==> src/rtl/ascon_axis_tx.sv <==
// ascon_axis_tx: output stage of the Ascon AXI4-Stream wrapper.
// Result words from the core (CT/PT blocks, 2-beat tag, digest words) are
// framed with tkeep/tlast/tuser and queued in a FIFO_DEPTH-entry FIFO that
// decouples the core from m_axis backpressure.
// Optional feature macro: ASCON_TX_PERF_CNT_EN adds saturating perf_beats /
// perf_stalls counters and their ports.
module ascon_axis_tx #(
  parameter int FIFO_DEPTH = 4,
  parameter int CNT_W      = 32
) (
  input  logic         clk,
  input  logic         rst_n,
  input  logic         blk_valid,
  output logic         blk_ready,
  input  logic [63:0]  blk_data,
  input  logic [3:0]   blk_nbytes,
  input  logic [3:0]   blk_type,
  input  logic         blk_last,
  input  logic         tag_valid,
  output logic         tag_ready,
  input  logic [127:0] tag_data,
  output logic         m_axis_tvalid,
  input  logic         m_axis_tready,
  output logic [63:0]  m_axis_tdata,
  output logic [7:0]   m_axis_tkeep,
  output logic         m_axis_tlast,
  output logic [3:0]   m_axis_tuser,
`ifdef ASCON_TX_PERF_CNT_EN
  output logic [CNT_W-1:0] perf_beats,
  output logic [CNT_W-1:0] perf_stalls,
`endif
  output logic         err_sticky
);

  localparam logic [3:0] TUSER_PT     = 4'd4;
  localparam logic [3:0] TUSER_CT     = 4'd5;
  localparam logic [3:0] TUSER_TAG    = 4'd6;
  localparam logic [3:0] TUSER_DIGEST = 4'd9;

  localparam int PTR_W  = $clog2(FIFO_DEPTH);
  localparam int FCNT_W = PTR_W + 1;

  // Elaboration-time sanity check of the configuration
  if ((FIFO_DEPTH < 2) || ((FIFO_DEPTH & (FIFO_DEPTH - 1)) != 0) || (CNT_W < 1)) begin : g_bad_cfg
    $error("ascon_axis_tx: FIFO_DEPTH must be a power of two >= 2 and CNT_W >= 1");
  end

  typedef enum logic [1:0] {S_DATA = 2'd0, S_TAG_WAIT = 2'd1, S_TAG1 = 2'd2} state_t;

  typedef struct packed {
    logic [63:0] data;
    logic [7:0]  keep;
    logic        last;
    logic [3:0]  user;
  } beat_t;

  state_t              state_q, state_d;
  logic [63:0]         tag_hi_q, tag_hi_d;
  logic                blk_ready_q, blk_ready_d;
  logic                tag_ready_q, tag_ready_d;
  logic                err_q, err_set_s;
  beat_t               mem_q [FIFO_DEPTH];
  logic [PTR_W-1:0]    wr_ptr_q, rd_ptr_q;
  logic [FCNT_W-1:0]   count_q, count_d;
  logic                push_s, pop_s, blk_fire_s, tag_fire_s, is_aead_s, len_ok_s;
  beat_t               push_beat_s;
  logic [8:0]          keep9_s;

  // Classify the incoming word/tag, pick the beat to push and the next state
  always_comb begin
    push_s      = 1'b0;
    push_beat_s = '0;
    state_d     = state_q;
    tag_hi_d    = tag_hi_q;
    err_set_s   = 1'b0;
    blk_fire_s  = blk_valid && blk_ready_q;
    tag_fire_s  = tag_valid && tag_ready_q;
    is_aead_s   = (blk_type == TUSER_CT) || (blk_type == TUSER_PT);
    len_ok_s    = (blk_nbytes != 4'd0) && (blk_nbytes <= 4'd8);
    keep9_s     = (9'd1 << blk_nbytes) - 9'd1;
    case (state_q)
      S_DATA: begin
        if (blk_fire_s) begin
          if (is_aead_s && len_ok_s) begin
            push_s      = 1'b1;
            push_beat_s = '{data: blk_data, keep: keep9_s[7:0], last: 1'b0, user: blk_type};
            state_d     = blk_last ? S_TAG_WAIT : S_DATA;
          end else if (is_aead_s && (blk_nbytes == 4'd0) && blk_last) begin
            // empty message: nothing to emit, go straight to the tag
            state_d = S_TAG_WAIT;
          end else if ((blk_type == TUSER_DIGEST) && len_ok_s) begin
            push_s      = 1'b1;
            push_beat_s = '{data: blk_data, keep: keep9_s[7:0], last: blk_last, user: blk_type};
          end else begin
            err_set_s = 1'b1;
          end
        end else begin
          state_d = S_DATA;
        end
      end
      S_TAG_WAIT: begin
        if (tag_fire_s) begin
          push_s      = 1'b1;
          push_beat_s = '{data: tag_data[63:0], keep: 8'hFF, last: 1'b0, user: TUSER_TAG};
          tag_hi_d    = tag_data[127:64];
          state_d     = S_TAG1;
        end else begin
          state_d = S_TAG_WAIT;
        end
      end
      S_TAG1: begin
        // space for this beat was reserved when the tag was accepted
        push_s      = 1'b1;
        push_beat_s = '{data: tag_hi_q, keep: 8'hFF, last: 1'b1, user: TUSER_TAG};
        state_d     = S_DATA;
      end
      default: begin
        state_d = S_DATA;
      end
    endcase
  end

  // Occupancy bookkeeping and the registered ready terms derived from it
  always_comb begin
    pop_s = (count_q != '0) && m_axis_tready;
    case ({push_s, pop_s})
      2'b10:   count_d = count_q + FCNT_W'(1);
      2'b01:   count_d = count_q - FCNT_W'(1);
      default: count_d = count_q;
    endcase
    blk_ready_d = (state_d == S_DATA) && (count_d < FCNT_W'(FIFO_DEPTH));
    tag_ready_d = (state_d == S_TAG_WAIT) && (count_d <= FCNT_W'(FIFO_DEPTH - 2));
  end

  // Framing FSM with registered ready outputs and the sticky error flag
  always_ff @(posedge clk or negedge rst_n) begin
    if (!rst_n) begin
      state_q     <= S_DATA;
      tag_hi_q    <= '0;
      blk_ready_q <= 1'b0;
      tag_ready_q <= 1'b0;
      err_q       <= 1'b0;
    end else begin
      state_q     <= state_d;
      tag_hi_q    <= tag_hi_d;
      blk_ready_q <= blk_ready_d;
      tag_ready_q <= tag_ready_d;
      err_q       <= err_q | err_set_s;
    end
  end

  // Output FIFO storage and pointers; head entry drives m_axis directly
  always_ff @(posedge clk or negedge rst_n) begin
    if (!rst_n) begin
      for (int i = 0; i < FIFO_DEPTH; i++) begin
        mem_q[i] <= '0;
      end
      wr_ptr_q <= '0;
      rd_ptr_q <= '0;
      count_q  <= '0;
    end else begin
      if (push_s) begin
        mem_q[wr_ptr_q] <= push_beat_s;
        wr_ptr_q        <= wr_ptr_q + PTR_W'(1);
      end
      if (pop_s) begin
        rd_ptr_q <= rd_ptr_q + PTR_W'(1);
      end
      count_q <= count_d;
    end
  end

  assign m_axis_tvalid = (count_q != '0);
  assign m_axis_tdata  = mem_q[rd_ptr_q].data;
  assign m_axis_tkeep  = mem_q[rd_ptr_q].keep;
  assign m_axis_tlast  = mem_q[rd_ptr_q].last;
  assign m_axis_tuser  = mem_q[rd_ptr_q].user;
  assign blk_ready     = blk_ready_q;
  assign tag_ready     = tag_ready_q;
  assign err_sticky    = err_q;

`ifdef ASCON_TX_PERF_CNT_EN
  logic [CNT_W-1:0] beats_q, stalls_q;

  // Saturating counters of delivered beats and backpressured cycles
  always_ff @(posedge clk or negedge rst_n) begin
    if (!rst_n) begin
      beats_q  <= '0;
      stalls_q <= '0;
    end else begin
      if (pop_s && (beats_q != '1)) begin
        beats_q <= beats_q + CNT_W'(1);
      end
      if (m_axis_tvalid && !m_axis_tready && (stalls_q != '1)) begin
        stalls_q <= stalls_q + CNT_W'(1);
      end
    end
  end

  assign perf_beats  = beats_q;
  assign perf_stalls = stalls_q;
`endif

endmodule

==> config.mk <==
export PLATFORM = sky130hd
export DESIGN_NAME = ascon_axis_tx
export DESIGN_NICKNAME = d
export VERILOG_FILES = /design/src/rtl/ascon_axis_tx.sv
export SDC_FILE = /design/constraint.sdc
export NUM_CORES = 1
export LEC_CHECK = 0
export BUFFER_PORTS_ARGS = -buffer_cell sky130_fd_sc_hd__buf_4
export CAP_MARGIN = 5
export CORE_UTILIZATION = 29
export CTS_CLUSTER_SIZE = 16
export DETAILED_ROUTE_END_ITERATION = 10
export MAX_ROUTING_LAYER = met4
export PLACE_DENSITY = 0.49
export REMOVE_ABC_BUFFERS = 1
export SETUP_SLACK_MARGIN = 0.3
export SYNTH_ARGS = -nofsm -noshare
export SYNTH_HDL_FRONTEND = slang
export SYNTH_SLANG_ARGS = --single-unit
==> constraint.sdc <==
create_clock -name clk -period 2.8 [get_ports clk]
set_input_delay 0.84 -clock clk [delete_from_list [all_inputs] [get_ports clk]]
set_output_delay 0.84 -clock clk [all_outputs]
set_load 0.02 [all_outputs]
# After elaboration in Yosys (flattened, before gate mapping)
# Cells that the tools add are included.
[totals]
in_bits = 206
elab_cells = 95
out_inout_bits = 81
reg_bits = 384
[op_classes]
eq_ne = 8
magnitude_cmp = 6
add_sub_neg = 5
bitwise_logic = 3
n_reduce_logical = 18
shift = 1
n_mux = 30
[op_table]
columns = ["cell", "count"]
rows = [
  ["$mux W77", 8],
  ["$bwmux W308", 1],
  ["$pmux W77 S3", 1],
  ["$bmux W77 S2", 1],
  ["$demux W77 S2", 1],
  ["$logic_and A1 B1 Y1", 11],
  ["$mux W1", 11],
  ["$eq A4 B3 Y1 const B", 2],
  ["$mux W2", 4],
  ["$shl A1 B4 Y8 const A", 1],
  ["$sub A8 B1 Y8 const B", 1],
  ["$eq A2 B1 Y1 const B", 3],
  ["$ge A3 B3 Y1 const B", 2],
  ["$not A2 Y3", 2],
  ["$pmux W3 S2", 1],
  ["$add A2 B1 Y2 const B", 2],
  ["$eq A2 B2 Y1 const B", 2],
  ["$eq A4 B4 Y1 const B", 1],
  ["$le A4 B4 Y1 const B", 1],
  ["$logic_not A2 Y1", 2],
  ["$logic_not A4 Y1", 1],
  ["$pmux W2 S2", 1],
  ["$reduce_bool A4 Y1", 1],
  ["$add A3 B1 Y3 const B", 1],
  ["other kinds (9)", 9],
]

# Logic depth before layout (Yosys ltp)
[logic_depth]
ltp_word = 12
depth_mapped = 12
ltp_nobuf = 10

# Least setup slack after synthesis
# No wires, ideal clock.
[synth_path]
path_type = "input-to-reg"
from = "input blk_nbytes[0]"
to = "register tag_ready_q, in the netlist tag_ready"
required_time_ns = 2.675
setup_ns = 0.125
arrival_time_ns = 3.295
path_stages = 12
n_path_buf = 2
slack_ns = -0.620
cell_sequence = "buf_2 -> or4_4 -> and3_4 -> buf_6 -> a21boi_2 -> ha_1 -> inv_1 -> fa_1 -> xor2_1 -> nor2_1 -> xor2_1 -> a2111oi_0"
[synth_via]
elab_chain_cells = 12
elab_cells_between_ends = 23
classes_between = "2 x order compare; 3 x eq/ne; 10 x mux; 8 x reduce/logical"
[synth_rtl]
columns = ["item", "line", "source"]
rows = [
  ["from (decl)", "16", "input logic [3:0] blk_nbytes,"],
  ["$le A4 B4 Y1 / $reduce_bool A4 Y1 (equally long branches)", "79", "len_ok_s = (blk_nbytes != 4'd0) && (blk_nbytes <= 4'd8);"],
  ["$logic_and A1 B1 Y1", "79", ""],
  ["$logic_and A1 B1 Y1", "91", "end else if ((blk_type == TUSER_DIGEST) && len_ok_s) begin"],
  ["$mux W1", "91", ""],
  ["$mux W1", "88", "end else if (is_aead_s && (blk_nbytes == 4'd0) && blk_last) begin"],
  ["$mux W1 (*)", "84", "if (is_aead_s && len_ok_s) begin"],
  ["$mux W1 (*)", "83", "if (blk_fire_s) begin"],
  ["$pmux W1 S3 (*)", "81", "case (state_q)"],
  ["$eq A2 B1 Y1 / $eq A2 B2 Y1 (equally long branches)", "126", "case ({push_s, pop_s})"],
  ["$pmux W3 S2 (*)", "126", ""],
  ["via count_d[2]", "64", "logic [FCNT_W-1:0] count_q, count_d;"],
  ["$le A3 B2 Y1 (*)", "132", "tag_ready_d = (state_d == S_TAG_WAIT) && (count_d <= FCNT_W'(FIFO_DEPTH - 2));"],
  ["$logic_and A1 B1 Y1 (*)", "132", ""],
  ["via tag_ready_d", "60", "logic tag_ready_q, tag_ready_d;"],
  ["to (signal assigned)", "147", "tag_ready_q <= tag_ready_d;"],
  ["to (decl)", "60", ""],
]
# Mark *: on every way through the listed nets, which the timed path passes. The rest lies on a longest branch.
# A chain may end at the register's enable or synchronous reset.

# Worst setup path after layout
[layout_path]
from = "register rd_ptr_q[0]"
to = "output m_axis_tdata[43]"
[layout_via]
elab_chain_cells = 4
[layout_rtl]
columns = ["item", "line", "source"]
rows = [
  ["from (decl)", "63", "logic [PTR_W-1:0] wr_ptr_q, rd_ptr_q;"],
  ["from (signal assigned)", "167", "rd_ptr_q <= rd_ptr_q + PTR_W'(1);"],
  ["$not A2 Y3 (not written as such)", "174", "assign m_axis_tdata = mem_q[rd_ptr_q].data;"],
  ["$bmux W77 S2", "174", ""],
  ["$mux W77 (2 in a row)", "n/a", ""],
  ["to (decl)", "24", "output logic [63:0] m_axis_tdata,"],
]
# Every way passes these cells. The select of a mux whose other input is x is not followed.

==> results.json <==
{
  "outcome": "finished with violations",
  "violations": "negative setup slack",
  "vias": 11700,
  "wl_mm": 51.0,
  "fin_worst_skew_ns": 0.0128,
  "cts-htree-levels": 2,
  "cts.sinks": 384,
  "cp-end-kind": "output port",
  "initialDrtViolationCount": 570,
  "fin_crit_sh_pct": 104,
  "final_nets": 1739,
  "dr.pass1.iters": 5,
  "finalWeightedCongestion": 0.776,
  "top_layer": "met4",
  "crit_end": "m_axis_tdata[43]",
  "synth_area_sq_um": 17800,
  "critPathMaxFanout": 6,
  "required_ns": 1.96,
  "r2r_start": "state_q[1]",
  "path_class": "reg2out",
  "slowest_stage": "mux4_2",
  "fmax_mhz": 343,
  "synth_area_leaders": "dfrtp_1 (54%), mux2_2 (22%), mux4_2 (9.7%)",
  "yosys_warnings": 0,
  "dieArea_sq_um": 62500,
  "final-hold-violation-count": 0,
  "drive_gt1_share_pct": 60.9,
  "hold_slack_ns": 0.284,
  "synth_edf_count": 0,
  "path_clk_slew_ns": 0.06,
  "nFillCells": 5659,
  "cts_root_buf": "clkbuf_16",
  "ir_worst_vdd_mv": 0.503,
  "r2r_cells": 11,
  "met1_length_mm": 23.3,
  "start_kind": "flop",
  "routed-wl-met3_mm": 2.25,
  "maxSlewViolCount": 0,
  "grt_pass1_wl_mm": 78.0,
  "synthCells": 1177,
  "syn_area_per_cell_sq_um": 15.1,
  "synthDominantCellAreaShare_pct": 53.9,
  "grtUsageTotal_pct": 16.5,
  "critPathArrivalTime_ns": 2.08,
  "dr_wl_met2_mm": 24.5,
  "die_h_um": 250,
  "wl_per_cell_um": 21.7,
  "synth_flop_cell": "dfrtp_1",
  "core_sq_um": 60600,
  "fin_area_sq_um": 24000,
  "ant_nets": 0,
  "slew_headroom_pct": 53.5,
  "rr_endpoint": "blk_ready",
  "die_x_um": 250,
  "ios": 287,
  "grt_overflow": 0,
  "finalNonFillerCells": 2346,
  "hp-class": "in2async",
  "clk_latency_ns": 0.57,
  "dp_hpwl_mm": 32.4,
  "fin_ws_ns": -0.118,
  "grt_pass1_vias": 13000,
  "cp_cell_sequence": "buf_12 > buf_16 > mux4_2 > buf_6",
  "drcViolationCount": 0,
  "dpl_cell_area_sq_um": 21700,
  "ff2ff_setup_slack_ns": 0.29,
  "cts_tree": "built",
  "cts_buffer_depth": 3,
  "cp-startpoint": "rd_ptr_q[0]",
  "setup_viol": 77,
  "drv_cap": 0,
  "start_util_pct": 29.4,
  "p_per_area_nw_per_um2": 716,
  "cts_buffers": 46,
  "yosysTopAreaCell": "dfrtp_1",
  "rows": 90,
  "syn_to_final_growth_pct": 34.6,
  "final_core_util_pct": 39.6,
  "viasPerCell": 5.01,
  "antenna_found_initial": 1,
  "async_flop_share_pct": 100,
  "ys_seq_area_share_pct": 53.9,
  "ys_seq_elements": 384,
  "max_stage_delay_ns": 0.57,
  "min_period_ns": 2.92,
  "grt_start_max_net_pins": 73,
  "tightest_slew_ns": 0.698,
  "p_leak_nw": 11.3,
  "port_buffers": 286,
  "placed_cells": 2234,
  "rsz0062_at_grt": "true",
  "yosysUniqueCellTypes": 51
}
critical path, delay by kind of cell, from the launching register on:
kind	cells	cell delay, ns
mux	1	0.57
buf+inv	3	0.49
flops	1	0.45
power breakdown:
group          internal, W  switching, W  leakage [nW]  total, W
clock network      0.00385       0.00239         0.786   0.00624
logic              0.00235       0.00216          5.25   0.00451
registers          0.00611      0.000311          5.29   0.00642
total               0.0123       0.00486          11.3    0.0172
cell families after synthesis:
kind of cell / after synthesis / synth area share [%]
multiplexers: 431 / 32.1
flip-flops: 384 / 53.9
AO/OA/AOI/OAI: 174 / 8.27
buffers and inverters: 108 / 2.77
AND/OR/NAND/NOR: 66 / 2.12
XOR/XNOR: 7 / 0.344
adder cells (fa/ha/maj): 7 / 0.533
how the worst min path moves through the flow:
| stage | start | end | cells past startpoint |
|---|---|---|---|
| 2_1_floorplan | mem_q[82] | mem_q[82] | 1 |
| 3_3_place_gp | mem_q[82] | mem_q[82] | 1 |
| 3_5_place_dp | mem_q[159] | mem_q[159] | 1 |
| 4_1_cts | rst_n | tag_hi_q[9] | 1 |
| 5_1_grt | rst_n | tag_hi_q[9] | 1 |
| 6_report | rst_n | tag_hi_q[9] | 1 |
layer usage:
metal | vias up | track usage (%)
li1 | 5236 | -
met1 | 6192 | 21.9
met2 | 257 | 26.0
met3 | 63 | 3.10
met4 | 0 | 4.10
met5 | - | -
stage by stage:
step / TNS [ns] / setup slack, ns / power (W)
3_5_place_dp: -21.95 / -0.560 / 0.0104
3_3_place_gp: -22.33 / -0.490 / 0.0104
5_1_grt: -10.75 / -0.183 / 0.0180
6_report: -5.58 / -0.118 / 0.0172
4_1_cts: -10.45 / -0.196 / 0.0169
2_1_floorplan: -1149.04 / -3.22 / 0.00864
cells in the mapped netlist (all sizes together), types with 4 or more instances:
library cell,n
dfrtp,384
mux2,352
mux4,77
a31o,64
buf,56
a32o,53
clkbuf,43
o21ai,27
nand2,20
a2bb2oi,12
nand4,11
inv,9
ha,6
nor2,5
o211ai,5
nor3,4
or2,4
xor2,4
timing repair:
item / CTS / global route
setup buffers: 10 / 7
resized for setup: 88 / 20
cloned: 0 / 9
hold buffers: 0 / 0
endpoints found under the setup margin: 80 / 85
pin swaps: 8 / 4
layout by cell type, fill, tap and decap left out, types with 4 or more instances in the layout:
master and count:
dfrtp_1 381, mux2_2 351, buf_4 264, buf_6 91, mux4_2 77, clkbuf_16 56, a32o_1 53, a31o_1 40
buf_12 33, a31o_2 24, o21ai_0 23, nand2_1 20, a2bb2oi_1 12, clkbuf_1 12, nand4_1 11, clkbuf_8 11
inv_1 7, clkinv_2 7, nor2_1 5, o211ai_1 5, ha_1 5, xor2_1 4, o21ai_4 4, nor3_1 4
or2_2 4, bufinv_16 4
final cells by class:
type                    instances  area (sq um)  share of cell area (%)
clock inverters                12           164                   0.683
flip-flops and latches        384          9620                    40.1
inverters                       9          33.8                   0.141
multi-input cells             685          7830                    32.6
repair buffers                400          3940                    16.4
diodes                          2          5.00                  0.0209
clock buffers                  72          1420                    5.93
well taps                     782           978                    4.08
registers in the layout (all words and copies together), names as in the netlist, 2 cells and up:
signal	count
mem_q	308
tag_hi_q	64
count_q	3
rd_ptr_q	2
state_q	2
wr_ptr_q	2
No activity file was read; power rests on OpenSTA's default activity.
